==> config.mk <==
export PLATFORM = sky130hd
export DESIGN_NAME = dllp_tx_scheduler
export DESIGN_NICKNAME = d
export VERILOG_FILES = /design/src/rtl/pcie_dllp_pkg.sv /design/src/rtl/dllp_crc16.sv /design/src/rtl/dllp_tx_scheduler.sv
export SDC_FILE = /design/constraint.sdc
export NUM_CORES = 1
export LEC_CHECK = 0
export BUFFER_PORTS_ARGS = -buffer_cell sky130_fd_sc_hd__buf_4
export CAP_MARGIN = 40
export CORE_MARGIN = 2
export CORE_UTILIZATION = 35
export DETAILED_ROUTE_END_ITERATION = 8
export PLACE_DENSITY = 0.67
export SETUP_SLACK_MARGIN = 0.2
export SLEW_MARGIN = 0
export SYNTH_ARGS = -nofsm -noshare
export SYNTH_HDL_FRONTEND = slang
export SYNTH_SLANG_ARGS = --single-unit
==> constraint.sdc <==
create_clock -name clk -period 3.34 [get_ports clk]
set_input_delay 0.668 -clock clk [delete_from_list [all_inputs] [get_ports clk]]
set_output_delay 0.668 -clock clk [all_outputs]
set_load 0.05 [all_outputs]
==> src/rtl/pcie_dllp_pkg.sv <==
// Shared definitions for the PCIe data link layer DLLP path: type codes,
// CRC-16 constants, transmit FSM states and body packing helpers.
package pcie_dllp_pkg;

    localparam logic [7:0] DLLP_ACK       = 8'h00;
    localparam logic [7:0] DLLP_NAK       = 8'h10;
    localparam logic [7:0] DLLP_NOP       = 8'h31;
    localparam logic [7:0] DLLP_UPDFC_P   = 8'h80;
    localparam logic [7:0] DLLP_UPDFC_NP  = 8'h90;
    localparam logic [7:0] DLLP_UPDFC_CPL = 8'hA0;

    localparam logic [15:0] DLLP_CRC_POLY = 16'h100B;
    localparam logic [15:0] DLLP_CRC_SEED = 16'hFFFF;

    typedef enum logic [1:0] {
        ST_IDLE = 2'd0,
        ST_BODY = 2'd1,
        ST_CRC  = 2'd2
    } tx_state_t;

    // Bodies are little-endian by byte: byte0 (the type) lands in [7:0].
    function automatic logic [31:0] seq_body(input logic [7:0] dtype, input logic [11:0] seq);
        return {seq[7:0], 4'h0, seq[11:8], 8'h00, dtype};
    endfunction

    function automatic logic [31:0] fc_body(input logic [7:0] dtype, input logic [7:0] hdr,
                                            input logic [11:0] data);
        return {data[7:0], hdr[1:0], 2'b00, data[11:8], 2'b00, hdr[7:2], dtype};
    endfunction

endpackage

==> src/rtl/dllp_crc16.sv <==
// Combinational DLLP CRC-16 over a 4-byte body; the output is already
// complemented and bit-mapped, ready to place in the CRC beat.
module dllp_crc16
    import pcie_dllp_pkg::*;
(
    input  logic [31:0] body,
    output logic [15:0] crc
);

    logic [15:0] lfsr;

    always_comb begin
        lfsr = DLLP_CRC_SEED;
        crc  = '0;
        // Bit i of the packed body is bit (i % 8) of byte (i / 8), so a plain
        // ascending walk feeds byte0 first, bit0 first.
        for (int i = 0; i < 32; i++) begin
            if (lfsr[15] ^ body[i]) begin
                lfsr = {lfsr[14:0], 1'b0} ^ DLLP_CRC_POLY;
            end else begin
                lfsr = {lfsr[14:0], 1'b0};
            end
        end
        // CRC register bit 15 goes out as bit 0 of the first CRC byte.
        for (int k = 0; k < 16; k++) begin
            crc[k] = ~lfsr[15 - k];
        end
    end

endmodule

==> src/rtl/dllp_tx_scheduler.sv <==
// Transmit-side DLLP scheduler: latches Ack/Nak/UpdateFC requests, arbitrates,
// inserts NOPs after an idle gap and streams body + CRC as two beats.
module dllp_tx_scheduler
    import pcie_dllp_pkg::*;
#(
    parameter int NOP_IDLE_CYCLES = 64,
    parameter int CNT_W           = 8
) (
    input  logic        clk,
    input  logic        rst,
    input  logic        link_up,
    input  logic        ack_req,
    input  logic [11:0] ack_seq,
    input  logic        nak_req,
    input  logic [11:0] nak_seq,
    input  logic [2:0]  fc_req,
    input  logic [23:0] fc_hdr,
    input  logic [35:0] fc_data,
    output logic [31:0] tx_data,
    output logic        tx_valid,
    output logic        tx_sop,
    output logic        tx_eop,
    input  logic        tx_ready,
    output logic        dllp_sent,
    output logic [7:0]  sent_type
);

    localparam logic [CNT_W-1:0] NOP_LIMIT = CNT_W'(NOP_IDLE_CYCLES);

    logic             ack_pend;
    logic             nak_pend;
    logic [2:0]       fc_pend;
    logic [11:0]      ack_seq_q;
    logic [11:0]      nak_seq_q;
    logic [2:0][7:0]  fc_hdr_q;
    logic [2:0][11:0] fc_data_q;
    logic [CNT_W-1:0] idle_cnt;

    tx_state_t   state;
    logic [15:0] crc_q;
    logic [7:0]  type_q;

    logic        any_pend;
    logic        nop_due;
    logic        start;
    logic        crc_done;
    logic [31:0] sel_body;
    logic [7:0]  sel_type;
    logic        take_nak;
    logic        take_ack;
    logic [2:0]  take_fc;
    logic [15:0] sel_crc;

    always_comb begin
        any_pend = nak_pend | ack_pend | (|fc_pend);
        nop_due  = (NOP_IDLE_CYCLES != 0) && (idle_cnt == NOP_LIMIT);
        start    = (state == ST_IDLE) && link_up && (any_pend || nop_due);
        crc_done = (state == ST_CRC) && tx_ready;
    end

    // Fixed priority: Nak > Ack > FC-P > FC-NP > FC-Cpl > NOP.
    always_comb begin
        sel_body = {24'h000000, DLLP_NOP};
        sel_type = DLLP_NOP;
        take_nak = 1'b0;
        take_ack = 1'b0;
        take_fc  = 3'b000;
        if (nak_pend) begin
            sel_body = seq_body(DLLP_NAK, nak_seq_q);
            sel_type = DLLP_NAK;
            take_nak = 1'b1;
        end else if (ack_pend) begin
            sel_body = seq_body(DLLP_ACK, ack_seq_q);
            sel_type = DLLP_ACK;
            take_ack = 1'b1;
        end else if (fc_pend[0]) begin
            sel_body   = fc_body(DLLP_UPDFC_P, fc_hdr_q[0], fc_data_q[0]);
            sel_type   = DLLP_UPDFC_P;
            take_fc[0] = 1'b1;
        end else if (fc_pend[1]) begin
            sel_body   = fc_body(DLLP_UPDFC_NP, fc_hdr_q[1], fc_data_q[1]);
            sel_type   = DLLP_UPDFC_NP;
            take_fc[1] = 1'b1;
        end else if (fc_pend[2]) begin
            sel_body   = fc_body(DLLP_UPDFC_CPL, fc_hdr_q[2], fc_data_q[2]);
            sel_type   = DLLP_UPDFC_CPL;
            take_fc[2] = 1'b1;
        end
    end

    dllp_crc16 u_crc (
        .body (sel_body),
        .crc  (sel_crc)
    );

    // A new pulse wins over consumption in the same cycle, so it is never lost.
    always_ff @(posedge clk) begin
        if (rst) begin
            ack_pend  <= 1'b0;
            nak_pend  <= 1'b0;
            fc_pend   <= 3'b000;
            ack_seq_q <= '0;
            nak_seq_q <= '0;
            fc_hdr_q  <= '0;
            fc_data_q <= '0;
            idle_cnt  <= '0;
        end else begin
            if (ack_req) ack_seq_q <= ack_seq;
            if (nak_req) nak_seq_q <= nak_seq;
            for (int i = 0; i < 3; i++) begin
                if (fc_req[i]) begin
                    fc_hdr_q[i]  <= fc_hdr[8*i +: 8];
                    fc_data_q[i] <= fc_data[12*i +: 12];
                end
            end

            if (!link_up) begin
                ack_pend <= 1'b0;
                nak_pend <= 1'b0;
                fc_pend  <= 3'b000;
            end else begin
                if (nak_req) nak_pend <= 1'b1;
                else if (start && take_nak) nak_pend <= 1'b0;

                // A Nak supersedes any outstanding Ack.
                if (nak_req) ack_pend <= 1'b0;
                else if (ack_req) ack_pend <= 1'b1;
                else if (start && take_ack) ack_pend <= 1'b0;

                for (int i = 0; i < 3; i++) begin
                    if (fc_req[i]) fc_pend[i] <= 1'b1;
                    else if (start && take_fc[i]) fc_pend[i] <= 1'b0;
                end
            end

            if (!link_up || crc_done) begin
                idle_cnt <= '0;
            end else if ((state == ST_IDLE) && !any_pend && (idle_cnt != NOP_LIMIT)) begin
                idle_cnt <= idle_cnt + CNT_W'(1);
            end
        end
    end

    // Valid/ready: a beat transfers on a cycle with tx_valid & tx_ready; while
    // tx_valid is high and tx_ready low, tx_data/tx_sop/tx_eop hold unchanged.
    always_ff @(posedge clk) begin
        if (rst) begin
            state     <= ST_IDLE;
            tx_valid  <= 1'b0;
            tx_sop    <= 1'b0;
            tx_eop    <= 1'b0;
            tx_data   <= '0;
            dllp_sent <= 1'b0;
            sent_type <= '0;
            crc_q     <= '0;
            type_q    <= '0;
        end else begin
            dllp_sent <= 1'b0;
            case (state)
                ST_IDLE: begin
                    if (start) begin
                        state    <= ST_BODY;
                        tx_valid <= 1'b1;
                        tx_sop   <= 1'b1;
                        tx_eop   <= 1'b0;
                        tx_data  <= sel_body;
                        crc_q    <= sel_crc;
                        type_q   <= sel_type;
                    end
                end
                ST_BODY: begin
                    if (tx_ready) begin
                        state   <= ST_CRC;
                        tx_sop  <= 1'b0;
                        tx_eop  <= 1'b1;
                        tx_data <= {16'h0000, crc_q};
                    end
                end
                ST_CRC: begin
                    if (tx_ready) begin
                        state     <= ST_IDLE;
                        tx_valid  <= 1'b0;
                        tx_eop    <= 1'b0;
                        tx_data   <= '0;
                        dllp_sent <= 1'b1;
                        sent_type <= type_q;
                    end
                end
                default: begin
                    state    <= ST_IDLE;
                    tx_valid <= 1'b0;
                    tx_sop   <= 1'b0;
                    tx_eop   <= 1'b0;
                    tx_data  <= '0;
                end
            endcase
        end
    end

endmodule

==> impl_metrics.toml <==
[status]
outcome = "finished, final reports clean"

[clocking]
clk_latency_ns = 0.43
clk_pin_slew_ns = 0.07
cts_num_sinks = 156
cts_hold_buf = 0
cts_tree = "done"
clock_path_buffers = 2
cts_buffers = 17
htree_levels = 4
root_buffer = "clkbuf_16"

[worst_setup_path]
crit-reg2reg-capture = "crc_q[12]$_SDFFE_PP0P_"
worstPathRequired_ns = 3.64
path_delay_family = "XOR/XNOR gates"
criticalPathCategory = "reg -> reg"
cpMaxStageDelayCell = "a221oi_1"
r2r_cells = 12
critPathMaxFanout = 10
slowest_delay_ns = 0.42
reg2reg_slack_ns = 0.20
crit_arrival_ns = 3.44
worstSetupStartpointType = "register"
path_cells = "or2_2 -> buf_4 -> a221oi_1 -> a221oi_1 -> xnor2_1 -> xnor2_1 -> xnor2_1 -> buf_4 -> xnor2_4 -> xnor3_1 -> nand2_1 -> a21oi_2"
cp-end-kind = "register"
reg2reg_from = "ack_pend$_SDFFE_PP0P_"
path_buf_inv = 2
cpMostUsedCell = "xnor2_1"

[die]
pin_count = 137
initial_utilization_pct = 35.67
rows = 53
coreArea_sq_mm = 0.02102
die_area_sq_mm = 0.02261
fp.dieH_um = 150.4
die_w_um = 150.4

[routing]
firstDrtPassIters = 5
met2WireLength_um = 9643
dr_wl_met3_um = 1121
met1_length_um = 9572
top_layer_used = "met4"
vias = 6284
wire_per_inst_um = 16.33
ant_nets = 0
remaining_drc_errors = 0
detail_route.iter0.violations = 397
avgViaCountPerCell = 4.944
wl_um = 20750

[timing]
slew_violations = 0
fin_crit_sh_pct = 94.07
worst_slew_pin_slew_ns = 0.6316
hold_viol = 0
min_period_ns = 3.142
rsz0062_at_grt = "true"
final.setup.worst_slack_ns = 0.1981
tns_ns = 0
finalSetupViolCount = 0
whs_ns = 0.4556
max_freq_mhz = 318.3
fin_skew_ns = 0.01286
maxSlewHeadroom_pct = 57.89

[synth]
avgSynthCellArea_sq_um = 9.002
syn_area_sq_mm = 0.007498
ys.warnings.count = 0
yosys_most_used_dff = "dfxtp_1"
synthArstFlopShare_pct = 0
netlist_instances = 833
ys_seq_elements = 156
ys_types = 69
seq_area_frac_synth_pct = 41.65
synth_edf_count = 0

[global_routing]
grt_antenna_before_repair = 0
grt_max_degree = 123
first_global_vias = 6019
grt_usage_pct = 18.44
grt_remaining_overflow = 0
grt_pass1_wl_um = 32030

[final_layout]
final_common_cell = "buf_4"
n_antenna_cell = 0
nets = 1078
ff_latch_area_sq_mm = 0.003133
multiInputGateArea_sq_mm = 0.004260
area_delta_synth_final_pct = 31.75
drive_gt1_share_pct = 27.51
nFillCells = 1964
layout_common_cells = "buf_4, nor2_1, dfxtp_1"

[placed_design]
dp_slack_ns = 0.03804
dpl.hpwl_um = 15180
portBuffers = 130
globalplace.congestion = 0.8781

[min_path]
hold_class = "reg -> reg"
whs_endpoint = "crc_q[8]$_SDFFE_PP0P_"
min_from = "crc_q[8]$_SDFFE_PP0P_"
holdPathStages = 2

[power_and_ir_drop]
vdd_drop_max_mv = 0.4604
p_per_area_mw_per_mm2 = 660.0
p_leak_uw = 0.004223
power_uw = 6521

[flow_run]
drv_cap = 0
-- synth_stat cells (10+ instances only) --
master | n | area [sq um]
nor3_1 | 12 | 60.06
nor2_1 | 167 | 626.9
clkbuf_1 | 35 | 131.4
xor2_1 | 13 | 113.9
inv_1 | 12 | 45.04
nand2_1 | 46 | 172.7
dfxtp_1 | 156 | 3123
a211oi_1 | 10 | 75.07
a221oi_1 | 10 | 87.58
xnor2_1 | 51 | 446.7
mux2i_1 | 91 | 910.9
a21oi_1 | 57 | 285.3
buf_1 | 14 | 52.55
a22oi_1 | 18 | 135.1
nand3b_1 | 15 | 112.6
-- metal layers --
layer  global-route usage, %  vias to the layer above
li1                        -                     3144
met1                   25.33                     2935
met2                   28.61                      178
met3                   4.061                       27
met4                   6.321                        0
met5                       0                        -
-- report_power, final --
part           switching (uW)  leakage [uW]  internal (uW)
Combinational            1170       0.00267           1330
Sequential                100       0.00128           2010
Clock                     852      0.000273           1050
Total                    2120       0.00422           4400
-- kinds of logic (layout without fill, tap and decap cells) --
group | count (synthesis) | in the layout | synth area share (%)
AOI/OAI and AO/OA | 137 | 137 | 12.15
buffers and inverters | 81 | 239 | 4.755
adders and majority gates | 2 | 2 | 0.3337
xor gates and xnor gates | 77 | 77 | 11.33
and+or+nand+nor | 286 | 286 | 17.25
muxes | 93 | 93 | 12.48
other | 1 | 6 | 0.05001
DFF | 156 | 156 | 41.65
-- worst max path at each step --
stage / to / slack, ns / cells after the start / start
after floorplan: crc_q[12]$_SDFFE_PP0P_ / 0.21 / 12 / fc_pend[1]$_SDFFE_PP0P_
after global placement: crc_q[10]$_SDFFE_PP0P_ / 0.11 / 10 / fc_pend[1]$_SDFFE_PP0P_
after detailed placement: crc_q[10]$_SDFFE_PP0P_ / 0.04 / 10 / fc_pend[1]$_SDFFE_PP0P_
after CTS: crc_q[9]$_SDFFE_PP0P_ / 0.22 / 11 / fc_pend[1]$_SDFFE_PP0P_
after global routing: crc_q[9]$_SDFFE_PP0P_ / 0.14 / 12 / fc_pend[1]$_SDFFE_PP0P_
final: crc_q[12]$_SDFFE_PP0P_ / 0.20 / 12 / ack_pend$_SDFFE_PP0P_
-- area by class of cell --
class | count | area share [%]
sequential | 156 | 31.71
multi-input combinational | 601 | 43.12
clock buffer | 17 | 4.306
tap | 275 | 3.483
clock inverter | 15 | 1.532
timing repair buffer | 194 | 15.35
inverter | 13 | 0.4939
-- what timing repair did --
action                                  CTS  global route
gates resized for setup                   7            27
buffers inserted                          5            11
pin swaps                                 2             4
cloned                                    0             0
endpoints found under the setup margin   10            12
hold endpoints to repair                  0             0
-- worst reg2reg max path: cells and delay by family, from the launching register on --
| family | cells | cell delay (ns) |
|---|---|---|
| buffers and inverters | 2 | 0.35 |
| AO/OA/AOI/OAI | 3 | 0.65 |
| flip-flops | 1 | 0.39 |
| AND/OR/NAND/NOR | 2 | 0.47 |
| XOR/XNOR | 5 | 1.16 |
-- per-stage QoR --
stage | instance area [sq um] | cells | util, %
floorplan | 7576 | 838 | -
global placement | 8997 | 1223 | 42.80
detailed placement | 8997 | 1223 | 42.80
CTS | 9647 | 1260 | 45.89
global route | 9879 | 1271 | 47.00
finish | 9879 | 1271 | 47.00
-- sequential cells by signal (all words and copies together), names as in the netlist, 2 cells and up --
register	flops
tx_data	30
fc_data_q	36
crc_q	16
type_q	4
sent_type	4
nak_seq_q	12
state	2
idle_cnt	8
ack_seq_q	12
fc_hdr_q	24
fc_pend	3
No activity file was read; power rests on OpenSTA's default activity.
